[config.mk]
export PLATFORM = sky130hd
export DESIGN_NAME = digit_serial_subtractor_flat
export DESIGN_NICKNAME = d
export VERILOG_FILES = /design/src/rtl/digit_serial_subtractor_pkg.sv /design/src/rtl/digit_serial_subtractor_if.sv /design/src/rtl/digit_serial_subtractor_full_subtractor.sv /design/src/rtl/digit_serial_subtractor.sv /design/src/flat_wrapper.sv
export SDC_FILE = /design/constraint.sdc
export NUM_CORES = 1
export LEC_CHECK = 0
export CAP_MARGIN = 30
export CORE_MARGIN = 4
export CORE_UTILIZATION = 54
export CTS_CLUSTER_SIZE = 20
export DETAILED_ROUTE_END_ITERATION = 6
export PLACE_DENSITY_LB_ADDON = 0.25
export SLEW_MARGIN = 0
export SYNTH_ARGS = -nofsm -noshare
export SYNTH_HDL_FRONTEND = slang
export SYNTH_SLANG_ARGS = --single-unit
[constraint.sdc]
create_clock -name clk -period 6.9 [get_ports clk]
set_input_delay 1.725 -clock clk [delete_from_list [all_inputs] [get_ports clk]]
set_output_delay 1.725 -clock clk [all_outputs]
set_load 0.05 [all_outputs]
[src/rtl/digit_serial_subtractor_pkg.sv]
// Shared types and sizing helpers for the digit-serial subtractor.
// Optional feature macro used by the top: SUB_SIGNED_OVF_EN.
package sub_pkg;
    typedef enum logic [1:0] {
        IDLE,
        RUN,
        DONE
    } state_e;

    localparam int DEF_WIDTH = 10;
    localparam int DEF_DIGIT = 2;

    function automatic int num_digits(input int width, input int digit);
        return width / digit;
    endfunction

    // Counter is kept at least one bit wide so a single-digit build still elaborates.
    function automatic int cnt_bits(input int width, input int digit);
        int n;
        n = width / digit;
        return (n > 1) ? $clog2(n) : 1;
    endfunction
endpackage

[src/rtl/digit_serial_subtractor_if.sv]
// Operand/result handshake bundle for the digit-serial subtractor.
interface digit_serial_subtractor_if import sub_pkg::*; #(
    parameter int WIDTH = DEF_WIDTH
) ();
    logic             in_valid;
    logic             in_ready;
    logic [WIDTH-1:0] a;
    logic [WIDTH-1:0] b;
    logic             b_in;
    logic             out_valid;
    logic             out_ready;
    logic [WIDTH-1:0] diff;
    logic             b_out;
    logic             overflow;

    modport master (
        output in_valid, a, b, b_in, out_ready,
        input  in_ready, out_valid, diff, b_out, overflow
    );

    modport slave (
        input  in_valid, a, b, b_in, out_ready,
        output in_ready, out_valid, diff, b_out, overflow
    );
endinterface

[src/rtl/digit_serial_subtractor_full_subtractor.sv]
// One-bit full-subtractor cell: d = a - b - bin, with borrow out.
module full_subtractor (
    input  logic a,
    input  logic b,
    input  logic bin,
    output logic d,
    output logic bout
);
    assign d    = a ^ b ^ bin;
    assign bout = (~a & b) | (~(a ^ b) & bin);
endmodule

[src/rtl/digit_serial_subtractor.sv]
// Digit-serial ripple-borrow subtractor: a - b - b_in, DIGIT bits per clock.
// Define SUB_SIGNED_OVF_EN to build the signed-overflow flag; otherwise overflow reads 0.
module digit_serial_subtractor import sub_pkg::*; #(
    parameter int WIDTH = DEF_WIDTH,
    parameter int DIGIT = DEF_DIGIT
) (
    input logic                     clk,
    input logic                     rst_n,
    digit_serial_subtractor_if.slave bus
);
    localparam int             N    = num_digits(WIDTH, DIGIT);
    localparam int             CW   = cnt_bits(WIDTH, DIGIT);
    localparam logic [CW-1:0]  LAST = CW'(N - 1);

    state_e           state_q, state_d;
    logic [WIDTH-1:0] a_q, a_d;
    logic [WIDTH-1:0] b_q, b_d;
    logic [WIDTH-1:0] diff_q, diff_d;
    logic             borrow_q, borrow_d;
    logic [CW-1:0]    cnt_q, cnt_d;

    logic [DIGIT-1:0] a_dig, b_dig, d_dig;
    logic [DIGIT:0]   chain;
    logic             last_dig;

    assign a_dig    = a_q[int'(cnt_q)*DIGIT +: DIGIT];
    assign b_dig    = b_q[int'(cnt_q)*DIGIT +: DIGIT];
    assign last_dig = (cnt_q == LAST);
    assign chain[0] = borrow_q;

    for (genvar i = 0; i < DIGIT; i++) begin : g_cell
        full_subtractor u_fs (
            .a    (a_dig[i]),
            .b    (b_dig[i]),
            .bin  (chain[i]),
            .d    (d_dig[i]),
            .bout (chain[i+1])
        );
    end

    always_ff @(posedge clk or negedge rst_n) begin
        if (!rst_n) begin
            state_q  <= IDLE;
            a_q      <= '0;
            b_q      <= '0;
            diff_q   <= '0;
            borrow_q <= 1'b0;
            cnt_q    <= '0;
        end else begin
            state_q  <= state_d;
            a_q      <= a_d;
            b_q      <= b_d;
            diff_q   <= diff_d;
            borrow_q <= borrow_d;
            cnt_q    <= cnt_d;
        end
    end

    always_comb begin
        state_d  = state_q;
        a_d      = a_q;
        b_d      = b_q;
        diff_d   = diff_q;
        borrow_d = borrow_q;
        cnt_d    = cnt_q;
        unique case (state_q)
            IDLE: begin
                if (bus.in_valid) begin
                    a_d      = bus.a;
                    b_d      = bus.b;
                    borrow_d = bus.b_in;
                    cnt_d    = '0;
                    state_d  = RUN;
                end
            end
            RUN: begin
                // After the last digit borrow_q holds the unsigned borrow out.
                diff_d[int'(cnt_q)*DIGIT +: DIGIT] = d_dig;
                borrow_d = chain[DIGIT];
                cnt_d    = cnt_q + 1'b1;
                if (last_dig) state_d = DONE;
            end
            DONE: begin
                if (bus.out_ready) state_d = IDLE;
            end
            default: state_d = IDLE;
        endcase
    end

    assign bus.in_ready  = (state_q == IDLE);
    assign bus.out_valid = (state_q == DONE);
    assign bus.diff      = diff_q;
    assign bus.b_out     = borrow_q;

`ifdef SUB_SIGNED_OVF_EN
    logic ovf_q;

    // Sampled on the final digit, when d_dig carries the result MSB.
    always_ff @(posedge clk or negedge rst_n) begin
        if (!rst_n) begin
            ovf_q <= 1'b0;
        end else if (state_q == RUN && last_dig) begin
            ovf_q <= (a_q[WIDTH-1] ^ b_q[WIDTH-1]) & (d_dig[DIGIT-1] ^ a_q[WIDTH-1]);
        end
    end

    assign bus.overflow = ovf_q;
`else
    assign bus.overflow = 1'b0;
`endif
endmodule

[src/flat_wrapper.sv]
// flat-port wrapper written by rule: the top's interface ports become plain ports
module digit_serial_subtractor_flat import sub_pkg::*;
#(
    parameter int WIDTH = DEF_WIDTH,
    parameter int DIGIT = DEF_DIGIT
)
  (clk, rst_n, bus_in_valid, bus_a, bus_b, bus_b_in, bus_out_ready, bus_in_ready, bus_out_valid, bus_diff, bus_b_out, bus_overflow);
  digit_serial_subtractor_if #(.WIDTH(WIDTH)) bus_i ();
  input logic clk;
  input logic rst_n;
  input wire logic [$bits(bus_i.in_valid)-1:0] bus_in_valid;
  input wire logic [$bits(bus_i.a)-1:0] bus_a;
  input wire logic [$bits(bus_i.b)-1:0] bus_b;
  input wire logic [$bits(bus_i.b_in)-1:0] bus_b_in;
  input wire logic [$bits(bus_i.out_ready)-1:0] bus_out_ready;
  output wire logic [$bits(bus_i.in_ready)-1:0] bus_in_ready;
  output wire logic [$bits(bus_i.out_valid)-1:0] bus_out_valid;
  output wire logic [$bits(bus_i.diff)-1:0] bus_diff;
  output wire logic [$bits(bus_i.b_out)-1:0] bus_b_out;
  output wire logic [$bits(bus_i.overflow)-1:0] bus_overflow;
  assign bus_i.in_valid = bus_in_valid;
  assign bus_i.a = bus_a;
  assign bus_i.b = bus_b;
  assign bus_i.b_in = bus_b_in;
  assign bus_i.out_ready = bus_out_ready;
  assign bus_in_ready = bus_i.in_ready;
  assign bus_out_valid = bus_i.out_valid;
  assign bus_diff = bus_i.diff;
  assign bus_b_out = bus_i.b_out;
  assign bus_overflow = bus_i.overflow;
  digit_serial_subtractor #(.WIDTH(WIDTH), .DIGIT(DIGIT)) u_core (.clk(clk), .rst_n(rst_n), .bus(bus_i));
endmodule
# [Yosys cells after proc, flatten, opt, wreduce, memory -nomap -nowiden]
# Cells that the tools add are included.
[word_totals] reg_bits=36 out_inout_bits=14 mem_count=0 input_bits=25 romBits=0 latchBits=0 wordCells=46 ram_bits=0
[op_classes] mul=0 n_reduce_logical=5 magnitude_cmp=0 n_addsub=2 n_shift=4 n_div=0 eq_ne=6 n_mux=9 bitwise=14
[ops] operator="$neg 4->33" count=1
[ops] operator="$shift 2x33->10 const A" count=1
[ops] operator="$shiftx 2x33->10" count=1
[ops] operator="$shiftx 10x5->2" count=2
[ops] operator="$bwmux 10" count=1
[ops] operator="$mux 2" count=3
[ops] operator="$pmux 2 s3" count=1
[ops] operator="$pmux 3 s2" count=1
[ops] operator="$and 1x1->1" count=4
[ops] operator="$ne 2x2->1 const B" count=2
[ops] operator="$not 1->1" count=4
[ops] operator="$reduce_and 2->1" count=2
[ops] operator="$xor 1x1->1" count=4
[ops] operator="$add 3x1->3 const B" count=1
[ops] operator="$eq 3x3->1 const B" count=1
[ops] operator="$mux 3" count=1
[ops] operator="$reduce_and 3->1" count=1
[ops] operator="$eq 2x1->1 const B" count=1
[ops] operator="$eq 2x2->1 const B" count=1
[ops] operator="$logic_not 2->1" count=1
[ops] operator="$ne 2x1->1 const B" count=1
[ops] operator="$or 1x1->1" count=2
[ops] operator="$pmux 1 s2" count=1
[ops] operator="$reduce_bool 2->1" count=1
[ops] operator="$mux 1" count=1

# [Longest topological paths before layout]
# Gate-level depths: netlist of run 1.
[depth] word_depth=8 depth_mapped=8 ltp_nobuf=7

# [By module]
# A second synthesis of run 1 with hierarchy kept.
[unflattened] cells_unflattened=143 area_unflattened_um2=1859.3
[modules_own_cells] module="digit_serial_subtractor" seq_area_each_um2=900.9 n_inst=1 cells_each=135 area_each_um2=1796.7
[modules_own_cells] module="full_subtractor" seq_area_each_um2=0.0 n_inst=2 cells_each=4 area_each_um2=31.3

# [Least setup slack after synthesis of run 1]
# OpenSTA, ideal clock, no wires.
[synth_timing] path_type="register to output" from="register u_core.state_q[0]" to="output bus_in_ready" t_required_ns=5.175 path_buffers=0 stages_incl_launch_ff=2 slack_ns=4.072 arrival_time_ns=1.103 cell_sequence="dfrtp_1 nor2_1"
[synth_between] elab_chain_len=1
[synth_rtl] element="start: declaration" line="digit_serial_subtractor.sv:15" text="state_e state_q, state_d;"
[synth_rtl] element="start signal: assignment" line="digit_serial_subtractor.sv:50" text="state_q <= state_d;"
[synth_rtl] element="$logic_not 2->1" line="digit_serial_subtractor.sv:90" text="assign bus.in_ready = (state_q == IDLE);"
[synth_rtl] element="end: declaration" line="flat_wrapper.sv:16" text="output wire logic [$bits(bus_i.in_ready)-1:0] bus_in_ready;"
# No other way between the ends.

# [Final worst setup path of run 1]
[layout_timing] from="register u_core.state_q[0]" to="output bus_out_valid"
[layout_between] elab_chain_len=1
[layout_rtl] element="$eq 2x2->1" line="digit_serial_subtractor.sv:91" text="assign bus.out_valid = (state_q == DONE);"
[layout_rtl] element="end: declaration" line="flat_wrapper.sv:17" text="output wire logic [$bits(bus_i.out_valid)-1:0] bus_out_valid;"
# No other way between the ends.

==> results of run 1 <==
layout make-up:
type	instances	share of cell area, %
Clock buffer	8	2.64
Multi-Input combinational cell	125	36.1
Timing Repair Buffer	39	17.3
Sequential cell	36	40.5
Tap cell	44	2.47
Inverter	6	1.01
final timing paths:
kind,end,slack [ns],cells after the start
max in group asynchronous,u_core.b_q[3],4.79,2
hold / removal,u_core.b_q[6],0.49,2
setup / recovery,bus_out_valid,3.29,2
hold reg to reg,u_core.b_q[6],0.49,2
min in group asynchronous,u_core.state_q[1],1.79,2
setup reg to reg,u_core.bus.diff[7],4.21,7
sequential cells by signal, summed over array words and instances (netlist names):
register / count
u_core.b_q: 10
u_core.bus.b_out: 1
u_core.state_q: 2
u_core.a_q: 10
u_core.cnt_q: 3
u_core.bus.diff: 10
per-layer routing:
| metal | share of wire [%] | vias to the layer above | global-route usage [%] |
|---|---|---|---|
| li1 | - | 657 | - |
| met1 | 44 | 651 | 22.0 |
| met2 | 49 | 31 | 29.8 |
| met3 | 5.0 | 6 | 5.30 |
| met4 | 1.6 | 0 | 6.22 |
| met5 | 0 | - | 0 |
worst reg2reg max path, stage by stage, from the launching register on:
cell and delay [ns]:
sky130_fd_sc_hd__dfrtp_1 0.61, sky130_fd_sc_hd__mux2i_1 0.25, sky130_fd_sc_hd__nor3_1 0.06, sky130_fd_sc_hd__a311o_1 0.36, sky130_fd_sc_hd__fa_1 0.39, sky130_fd_sc_hd__fa_1 0.53
sky130_fd_sc_hd__nor2_1 0.10, sky130_fd_sc_hd__mux2_2 0.28
power by group through the flow:
stage	registers [uW]	logic (uW)	clock network [uW]
2_1_floorplan	462	378	0
3_3_place_gp	393	601	0
3_5_place_dp	400	623	0
4_1_cts	396	625	118
5_1_grt	410	679	127
6_report	396	621	115
cells by family (layout without fill, tap and decap cells):
family | after synthesis | in the layout
simple gates | 87 | 87
flops | 36 | 36
mux | 18 | 18
buf+inv | 15 | 53
compound gates | 12 | 12
fa+ha+maj | 6 | 6
other cells | 1 | 1
xor+xnor | 1 | 1
placed cells by master (no fill, tap or decap), types with 2 or more instances in the layout:
cell	netlist	final
sky130_fd_sc_hd__clkbuf_4	0	5
sky130_fd_sc_hd__o21ai_0	2	2
sky130_fd_sc_hd__nor3_1	3	3
sky130_fd_sc_hd__clkbuf_1	3	2
sky130_fd_sc_hd__dfrtp_1	36	36
sky130_fd_sc_hd__inv_1	6	6
sky130_fd_sc_hd__fa_1	2	2
sky130_fd_sc_hd__mux2_2	7	7
sky130_fd_sc_hd__mux2_4	2	2
sky130_fd_sc_hd__o32ai_1	2	2
sky130_fd_sc_hd__nor4b_1	2	2
sky130_fd_sc_hd__mux2i_1	9	9
sky130_fd_sc_hd__clkdlybuf4s50_1	0	37
sky130_fd_sc_hd__buf_4	2	2
sky130_fd_sc_hd__nand2_1	63	63
sky130_fd_sc_hd__nor2_1	7	7
sky130_fd_sc_hd__nand3_1	2	2
sky130_fd_sc_hd__ha_1	4	4
through the flow:
step                cells  utilization, %  hold slack [ns]  total power [uW]
finish                258            71.7            0.486              1130
global route          258            71.7            0.512              1220
CTS                   258            71.7            0.490              1140
detailed placement    250            69.8            0.463              1020
global placement      250            69.8            0.459               994
floorplan             176               -            0.440               840
==> out/qor.txt, run 1 <==
GRT
------------------------------------------------------------------------------------------------------
Aggregate global routing overflow                                                                    0
Total routing usage reported by global routing                                                   17.9%
Maximum number of pins on one net before global-route repair                                        37
Vias in the first global route                                                                   1,338
Global-route wire length before repair                                                    5900 microns
Number of antenna violations at the first check in global routing                                    0

FINAL LAYOUT
------------------------------------------------------------------------------------------------------
Number of filler cells placed in the layout                                                        252
Area of all placed cells without fillers                                                  0.00222 sq mm
Share of post-route cells with drive strength above 1                                            10.3%
Sequential cell area                                                                         901 sq um
Inserted Diodes                                                                                      0
Multi-input logic area                                                                       802 sq um
Count of nets after finishing                                                                      244
Area added between synthesis and finish                                                          26.0%

PLACE
------------------------------------------------------------------------------------------------------
RD Place Congestion                                                                              0.825
Half-perimeter wire length after placement                                                2570 microns
Setup WS pre-CTS                                                                               3.65 ns
Placed inst area                                                                          0.00217 sq mm
Total of buffers placed on input and output ports                                                   37

CTS
------------------------------------------------------------------------------------------------------
Maximum root-to-sink buffer count                                                                    2
Clock transition at the register clock pins on the worst setup and hold paths after CTS        0.10 ns
CTS-repair resized insts                                                                             0
Library cell used as clock root buffer                                                    sky130_fd_sc_hd__clkbuf_4
Buffers inserted during post-CTS setup optimization                                                  0
Later-pin clock latency in the skew report                                                     0.33 ns
Number of buffers inserted during clock tree synthesis                                               5
H-tree depth                                                                                         2
TritonCTS clock tree                                                                               yes
Hold buffer count at cts                                                                             0
Number of sinks driven by the clock tree                                                            36

TIMING
------------------------------------------------------------------------------------------------------
Unrepaired setup endpoints after global routing                                                     no
Post-layout minimum cycle time                                                                 3.61 ns
Slew at the pin closest to its max-slew limit                                                 0.501 ns
Maximum clock rate                                                                             277 MHz
Worst clock skew                                                                            0.00441 ns
Max-Slew Margin vs Limit                                                                         66.5%
Final hold viol count                                                                                0
Count of final setup violators                                                                       0
Setup slack after layout                                                                       3.29 ns
Final-layout setup total negative slack                                                           0 ns
Count of pins over their slew limit                                                                  0
Period Utilization, post-route                                                                   52.3%

YOSYS
------------------------------------------------------------------------------------------------------
Top cell type's share of synthesized area                                                        51.0%
Leading post-synthesis cells by instance count                                            sky130_fd_sc_hd__nand2_1 (63), sky130_fd_sc_hd__dfrtp_1 (36), sky130_fd_sc_hd__mux2i_1 (9), sky130_fd_sc_hd__mux2_2 (7), sky130_fd_sc_hd__nor2_1 (7)
Most used flip-flop cell after synthesis                                                  sky130_fd_sc_hd__dfrtp_1
Cell count after synthesis                                                                         176
Main area contributors after synthesis                                                    sky130_fd_sc_hd__dfrtp_1 (51%), sky130_fd_sc_hd__nand2_1 (13%), sky130_fd_sc_hd__mux2i_1 (5.1%)
Complex-gate fraction of the synthesized area                                                    5.32%
Simple-gate share of the synthesized area                                                        22.7%
Number of distinct library cells after synthesis                                                    38
Cell accounting for the most synthesized area                                             sky130_fd_sc_hd__dfrtp_1
Share of the yosys chip area belonging to registers                                              51.0%
Most common cell in the netlist                                                           sky130_fd_sc_hd__nand2_1
Synth Area in XOR/XNOR                                                                          0.496%
YS warnings                                                                                          0
Synth Register Bits                                                                                 36
Synthesized netlist net count                                                                      207
Dominant combinational cell family by area after synthesis                                simple AND/OR/NAND/NOR gates
Synthesized area per cell                                                                   10.0 sq um
Mux cell area share after synthesis                                                              11.3%
Number of enable-type register cells in the synthesized netlist                                      0
Share of synthesized flip-flops with an asynchronous set or reset                                 100%
Post-synthesis adder-cell area fraction                                                          5.10%
Area of the mapped netlist                                                                0.00177 sq mm

FLOW RUN
------------------------------------------------------------------------------------------------------
Number of max-capacitance violations reported                                                        0

POWER
------------------------------------------------------------------------------------------------------
Static leakage                                                                              0.00106 uW
Clock power share                                                                                10.2%
Switching part of the total                                                                      45.4%
Fraction of power consumed by combinational cells                                                54.9%
Power density relative to cell area                                                        509 mW/mm^2
Internal portion of total power                                                                 618 uW
Sequential share of power                                                                        34.9%
Worst voltage drop across the vdd grid                                                          188 uV
Power dissipated by switching net loads                                                         514 uW

WORST SETUP PATH
------------------------------------------------------------------------------------------------------
Crit path capture type                                                                    primary output
Family with the most delay on the worst path                                              buffers and inverters
Cell type of the slowest stage on the worst timing path                                   sky130_fd_sc_hd__clkdlybuf4s50_1
Arrival time of data at the critical path endpoint                                             1.88 ns
Number of buffer and inverter instances along the worst setup path                                   1
Cells along the critical path                                                             and2b_1 > clkdlybuf4s50_1
Worst endpoint required time                                                                   5.18 ns
Crit path launch                                                                          u_core.state_q[0]
Reg2reg start                                                                             u_core.cnt_q[0]
Critical path launch point type                                                               register
Type of the setup path with the least slack                                                 reg -> out
Critical path's largest stage delay                                                            0.80 ns
Critical-path maximum fanout                                                                         8

FLOORPLANNING
------------------------------------------------------------------------------------------------------
Die boundary height                                                                       65.2 microns
Overall die width                                                                         65.2 microns
Starting density of the core                                                                     56.9%
Area enclosed by the die boundary                                                         0.00425 sq mm
Placement Rows                                                                                      20
Placeable core area                                                                       0.00310 sq mm
Number of top-level pins                                                                            39

HOLD PATH
------------------------------------------------------------------------------------------------------
Origin of the worst min-delay path                                                        u_core.b_q[6]
Hold Crit Class                                                                             reg -> reg

DRT
------------------------------------------------------------------------------------------------------
Iter 0 DRT Violations                                                                               82
Via density                                                                                       5.21
Total wirelength of the detailed-routed design                                            3470 microns
Wirelength per Cell                                                                       13.4 microns
Router iterations before antenna repair                                                              4
Post-route antenna net violation count                                                               0
Via Count                                                                                        1,345
DRC violation count after routing                                                                    0

OUTCOME
------------------------------------------------------------------------------------------------------
Status                                                                                    finished, final reports clean

Note: power is estimated with default switching activity, not from simulation.
==> run 2: changes to the inputs <==
- CORE_UTILIZATION: 54 -> 50
- clock period: 6.9 -> 3.7 ns (I/O delays scaled with it)
==> run 2 against run 1 <==
Power grew 91%; combinational power grew 84%; routed wire length is 2.1% higher; worst setup slack got worse by 2.4 ns; final cell count up 0.78%; highest routed layer unchanged; non-clock buffer count unchanged; die area is 7.0% higher; critical path type unchanged; largest cell class unchanged; critical path depth is the same; clock power up 140%; worst hold slack gained 0.010 ns; first-iteration DRC count shrank 39%; largest power group unchanged; clock-buffer cell count down 3.
==> out/qor.txt, run 2 (same netlist as run 1, synthesis figures left out) <==
FLOORPLANNING
------------------------------------------------------------------------------------------------------
Die boundary height                                                                       67.4 microns
Overall die width                                                                         67.4 microns
Number of top-level pins                                                                            39
Area enclosed by the die boundary                                                         0.00455 sq mm
Placement Rows                                                                                      21
Starting density of the core                                                                     52.5%
Placeable core area                                                                       0.00336 sq mm

PLACE
------------------------------------------------------------------------------------------------------
Half-perimeter wire length after placement                                                2630 microns
RD Place Congestion                                                                              0.899
Total of buffers placed on input and output ports                                                   37
Placed instance count                                                                              252
Setup WS pre-CTS                                                                               1.07 ns

DRT
------------------------------------------------------------------------------------------------------
Via Count                                                                                        1,329
Wirelength per Cell                                                                       13.6 microns
Router iterations before antenna repair                                                              4
DRC violation count after routing                                                                    0
Post-route antenna net violation count                                                               0
Total wirelength of the detailed-routed design                                            3540 microns
Iter 0 DRT Violations                                                                               50
Via density                                                                                       5.11

GRT
------------------------------------------------------------------------------------------------------
Vias in the first global route                                                                   1,335
Met1 track demand over resource                                                                  22.4%
Met2 global-route usage                                                                          29.4%
Busiest layer in global routing                                                                   met2
Global-route wire length before repair                                                    5990 microns
Total routing usage reported by global routing                                                   17.7%
Aggregate global routing overflow                                                                    0
GRT met3 Usage                                                                                   5.16%
Number of antenna violations at the first check in global routing                                    0
Maximum number of pins on one net before global-route repair                                        37

CTS
------------------------------------------------------------------------------------------------------
TritonCTS clock tree                                                                               yes
H-tree depth                                                                                         2
Maximum root-to-sink buffer count                                                                    2
Later-pin clock latency in the skew report                                                     0.35 ns
Buffers inserted during post-CTS setup optimization                                                  0
Clock transition at the register clock pins on the worst setup and hold paths after CTS        0.11 ns
Hold buffer count at cts                                                                             0
Library cell used as clock root buffer                                                    sky130_fd_sc_hd__clkbuf_4
Number of buffers inserted during clock tree synthesis                                               5
CTS-repair resized insts                                                                             0
Number of sinks driven by the clock tree                                                            36

WORST SETUP PATH
------------------------------------------------------------------------------------------------------
Reg-to-reg critical path endpoint                                                         u_core.bus.diff[5]
Crit path capture type                                                                    primary output
Worst setup path end                                                                      bus_out_valid
Critical path launch point type                                                               register
Crit path launch                                                                          u_core.state_q[0]
Type of the setup path with the least slack                                                 reg -> out
Critical-path maximum fanout                                                                         8
Worst endpoint required time                                                                   2.77 ns
Arrival time of data at the critical path endpoint                                             1.90 ns
Worst R2R Path Depth                                                                                 7
Register-to-register setup slack                                                               1.04 ns
Reg2reg start                                                                             u_core.cnt_q[0]

POWER
------------------------------------------------------------------------------------------------------
Internal portion of total power                                                                1190 uW
Fraction of power consumed by combinational cells                                                52.8%
Clock power share                                                                                12.9%
Static leakage                                                                              0.00107 uW
Power density relative to cell area                                                        960 mW/mm^2
Worst voltage drop across the vdd grid                                                          352 uV
Switching part of the total                                                                      44.7%
Sequential share of power                                                                        34.4%
Power dissipated by switching net loads                                                         964 uW

TIMING
------------------------------------------------------------------------------------------------------
Final hold viol count                                                                                0
Slew at the pin closest to its max-slew limit                                                 0.768 ns
Maximum clock rate                                                                             354 MHz
Unrepaired setup endpoints after global routing                                                     no
Setup slack after layout                                                                      0.873 ns
Period Utilization, post-route                                                                   76.4%
Max-Slew Margin vs Limit                                                                         48.6%
Count of pins over their slew limit                                                                  0
Count of final setup violators                                                                       0
Final-layout setup total negative slack                                                           0 ns
Final Hold Slack                                                                              0.496 ns
Post-layout minimum cycle time                                                                 2.83 ns
Worst clock skew                                                                            0.00545 ns

FINAL LAYOUT
------------------------------------------------------------------------------------------------------
Inserted Diodes                                                                                      0
Most used cells in the layout excluding fill and tap cells                                sky130_fd_sc_hd__nand2_1 (63), sky130_fd_sc_hd__clkdlybuf4s50_1 (37), sky130_fd_sc_hd__dfrtp_1 (36)
Area added between synthesis and finish                                                          27.4%
Share of post-route cells with drive strength above 1                                            11.2%
Most common cell after layout, fill and taps aside                                        sky130_fd_sc_hd__nand2_1
Core occupancy in the finished layout                                                            66.9%
Count of nets after finishing                                                                      244
Non-Filler Instances                                                                               260

OUTCOME
------------------------------------------------------------------------------------------------------
Status                                                                                    finished, final reports clean

FLOW RUN
------------------------------------------------------------------------------------------------------
Number of max-capacitance violations reported                                                        0

HOLD PATH
------------------------------------------------------------------------------------------------------
Hold Crit Class                                                                             reg -> reg

## run 2: worst min path at each step
stage / depth (start not counted) / startpoint / slack, ns / to
after CTS: 2 / u_core.b_q[9] / 0.50 / u_core.b_q[9]
after global routing: 2 / u_core.b_q[9] / 0.53 / u_core.b_q[9]
after floorplan: 2 / u_core.a_q[5] / 0.44 / u_core.a_q[5]
after global placement: 2 / u_core.b_q[9] / 0.46 / u_core.b_q[9]
final: 2 / u_core.a_q[4] / 0.50 / u_core.a_q[4]
after detailed placement: 2 / u_core.b_q[7] / 0.47 / u_core.b_q[7]
## run 2: critical path: stages (launching register included)
cell                              delay [ns]
sky130_fd_sc_hd__dfrtp_1                0.50
sky130_fd_sc_hd__and2b_1                0.26
sky130_fd_sc_hd__clkdlybuf4s50_1        0.80
## run 2: area by class of cell
class	count	area, sq um
repair buffers	39	385
clock buffers	5	37.5
clock inverters	3	42.5
well taps	46	57.6
inverters	6	22.5
multi-input cells	125	802
fillers	286	1110
flip-flops and latches	36	901
## run 2: per-stage QoR
step                area, sq um  power (uW)
CTS                        2250        2180
global placement           2170        1850
global route               2250        2330
detailed placement         2170        1900
finish                     2250        2160
floorplan                  1770        1570
## run 2: layer usage
| layer | wire length, microns | part of all wire, % |
|---|---|---|
| met1 | 1630 | 46 |
| met2 | 1710 | 48 |
| met3 | 159 | 4.5 |
| met4 | 44 | 1.2 |
| met5 | 0 | 0 |
## run 2: power groups by stage
stage	clock network (uW)	registers, uW	logic [uW]
floorplan	0	861	705
global route	298	763	1270
global placement	0	741	1110
CTS	285	741	1150
finish	277	741	1140
detailed placement	0	751	1150
==> run 3: changes to the inputs <==
- clock period: 3.7 -> 3 ns (I/O delays scaled with it)
==> run 3 against run 2 <==
Flip-flop and latch count unchanged; die area unchanged; register-to-register slack got worse by 0.68 ns; worst setup slack worse by 0.54 ns; clock power down 4%; clock-buffer cell count unchanged; via count is 1.1% higher; sequential share of layout area rose by 0.34 points; combinational power increased by 24%; routed wire length up 1.3%; clock skew rose by 0.0092 ns; worst hold slack worse by 0.012 ns; critical path type unchanged; largest cell class unchanged.
==> out/qor.txt, run 3 (same netlist as run 1, synthesis figures left out) <==
TIMING
------------------------------------------------------------------------------------------------------
Period Utilization, post-route                                                                   88.7%
Post-layout minimum cycle time                                                                 2.66 ns
Final-layout setup total negative slack                                                           0 ns
Count of pins over their slew limit                                                                  0
Final hold viol count                                                                                0
Unrepaired setup endpoints after global routing                                                     no
Max-Slew Margin vs Limit                                                                         60.8%
Count of final setup violators                                                                       0
Slew at the pin closest to its max-slew limit                                                 0.580 ns
Worst clock skew                                                                             0.0146 ns
Maximum clock rate                                                                             376 MHz

FINAL LAYOUT
------------------------------------------------------------------------------------------------------
Area added between synthesis and finish                                                          26.3%
Share of post-route cells with drive strength above 1                                            11.2%
Number of filler cells placed in the layout                                                        284
Count of nets after finishing                                                                      244
Inserted Diodes                                                                                      0
Most used cells in the layout excluding fill and tap cells                                sky130_fd_sc_hd__nand2_1 (63), sky130_fd_sc_hd__clkdlybuf4s50_1 (37), sky130_fd_sc_hd__dfrtp_1 (36)
Non-Filler Instances                                                                               260
Most common cell after layout, fill and taps aside                                        sky130_fd_sc_hd__nand2_1

HOLD PATH
------------------------------------------------------------------------------------------------------
Hold Crit Class                                                                             reg -> reg

PLACE
------------------------------------------------------------------------------------------------------
Placed instance count                                                                              252
Total of buffers placed on input and output ports                                                   37
Half-perimeter wire length after placement                                                2730 microns
RD Place Congestion                                                                              0.920

OUTCOME
------------------------------------------------------------------------------------------------------
Status                                                                                    finished, final reports clean

CTS
------------------------------------------------------------------------------------------------------
CTS-repair resized insts                                                                             0
Clock transition at the register clock pins on the worst setup and hold paths after CTS        0.12 ns
Later-pin clock latency in the skew report                                                     0.35 ns
Buffers inserted during post-CTS setup optimization                                                  0
TritonCTS clock tree                                                                               yes
Maximum root-to-sink buffer count                                                                    2
H-tree depth                                                                                         2
Number of buffers inserted during clock tree synthesis                                               5
Number of sinks driven by the clock tree                                                            36
Hold buffer count at cts                                                                             0
Library cell used as clock root buffer                                                    sky130_fd_sc_hd__clkbuf_4

DRT
------------------------------------------------------------------------------------------------------
Total wirelength of the detailed-routed design                                            3590 microns
Via Count                                                                                        1,343
Wirelength per Cell                                                                       13.8 microns
Router iterations before antenna repair                                                              4
Post-route antenna net violation count                                                               0
Iter 0 DRT Violations                                                                               40
DRC violation count after routing                                                                    0
Via density                                                                                       5.17

GRT
------------------------------------------------------------------------------------------------------
Global-route wire length before repair                                                    6070 microns
Aggregate global routing overflow                                                                    0
Vias in the first global route                                                                   1,386
Total routing usage reported by global routing                                                   18.0%
Number of antenna violations at the first check in global routing                                    0
Maximum number of pins on one net before global-route repair                                        37

FLOORPLANNING
------------------------------------------------------------------------------------------------------
Number of top-level pins                                                                            39
Die boundary height                                                                       67.4 microns
Area enclosed by the die boundary                                                         0.00455 sq mm
Starting density of the core                                                                     52.5%
Placement Rows                                                                                      21
Placeable core area                                                                       0.00336 sq mm
Overall die width                                                                         67.4 microns

POWER
------------------------------------------------------------------------------------------------------
Power density relative to cell area                                                       1160 mW/mm^2
Worst voltage drop across the vdd grid                                                          516 uV
Static leakage                                                                              0.00106 uW

WORST SETUP PATH
------------------------------------------------------------------------------------------------------
Critical path launch point type                                                               register
Critical-path maximum fanout                                                                         8
Worst endpoint required time                                                                   2.25 ns
Type of the setup path with the least slack                                                 reg -> out
Arrival time of data at the critical path endpoint                                             1.91 ns
Crit path capture type                                                                    primary output

FLOW RUN
------------------------------------------------------------------------------------------------------
Number of max-capacitance violations reported                                                        0

-- run 3: worst paths after layout --
path	start	end	slack, ns	depth (start not counted)
max	u_core.state_q[0]	bus_out_valid	0.34	2
min	u_core.a_q[2]	u_core.a_q[2]	0.48	2
max reg2reg	u_core.cnt_q[0]	u_core.bus.diff[5]	0.36	7
min reg2reg	u_core.a_q[2]	u_core.a_q[2]	0.48	2
max in group asynchronous	rst_n	u_core.b_q[0]	1.88	2
min in group asynchronous	rst_n	u_core.cnt_q[0]	0.80	2
-- run 3: power breakdown --
group / internal [uW] / switching (uW) / leakage [uW]
Sequential: 710 / 206 / 0.000450
Clock: 92.2 / 173 / 0.0000274
Combinational: 592 / 819 / 0.000580
-- run 3: area by class of cell --
class / instances / area, sq um / share of cell area [%]
inverter: 6 / 22.5 / 1.01
sequential: 36 / 901 / 40.4
clock inverter: 3 / 23.8 / 1.07
tap: 46 / 57.6 / 2.58
multi-input combinational: 125 / 802 / 36.0
clock buffer: 5 / 37.5 / 1.68
timing repair buffer: 39 / 385 / 17.3
-- run 3: worst max-delay path, cell delays in order (launching register included) --
cell and delay, ns:
sky130_fd_sc_hd__dfrtp_1 0.50, sky130_fd_sc_hd__and2b_1 0.27, sky130_fd_sc_hd__clkdlybuf4s50_1 0.81
-- run 3: per-stage QoR --
| step | hold WS (ns) | util (%) | setup WS (ns) | power [uW] | cell area (sq um) |
|---|---|---|---|---|---|
| 5_1_grt | 0.507 | 66.3 | 0.253 | 2780 | 2230 |
| 6_report | 0.484 | 66.3 | 0.338 | 2590 | 2230 |
| 3_5_place_dp | 0.464 | 64.5 | 0.404 | 2340 | 2170 |
| 3_3_place_gp | 0.464 | 64.5 | 0.471 | 2280 | 2170 |
| 4_1_cts | 0.491 | 66.3 | 0.332 | 2600 | 2230 |
| 2_1_floorplan | 0.440 | - | 0.439 | 1930 | 1770 |
-- run 3: per-layer routing --
layer  routed length, microns  share of wire, %  vias up  GRT usage (%)
met5                        0                 0        -              0
met4                       44               1.2        0           5.32
met3                      187               5.2        7           4.16
met2                     1810                50       43           32.0
met1                     1540                43      638           21.5
li1                         -                 -      655              -
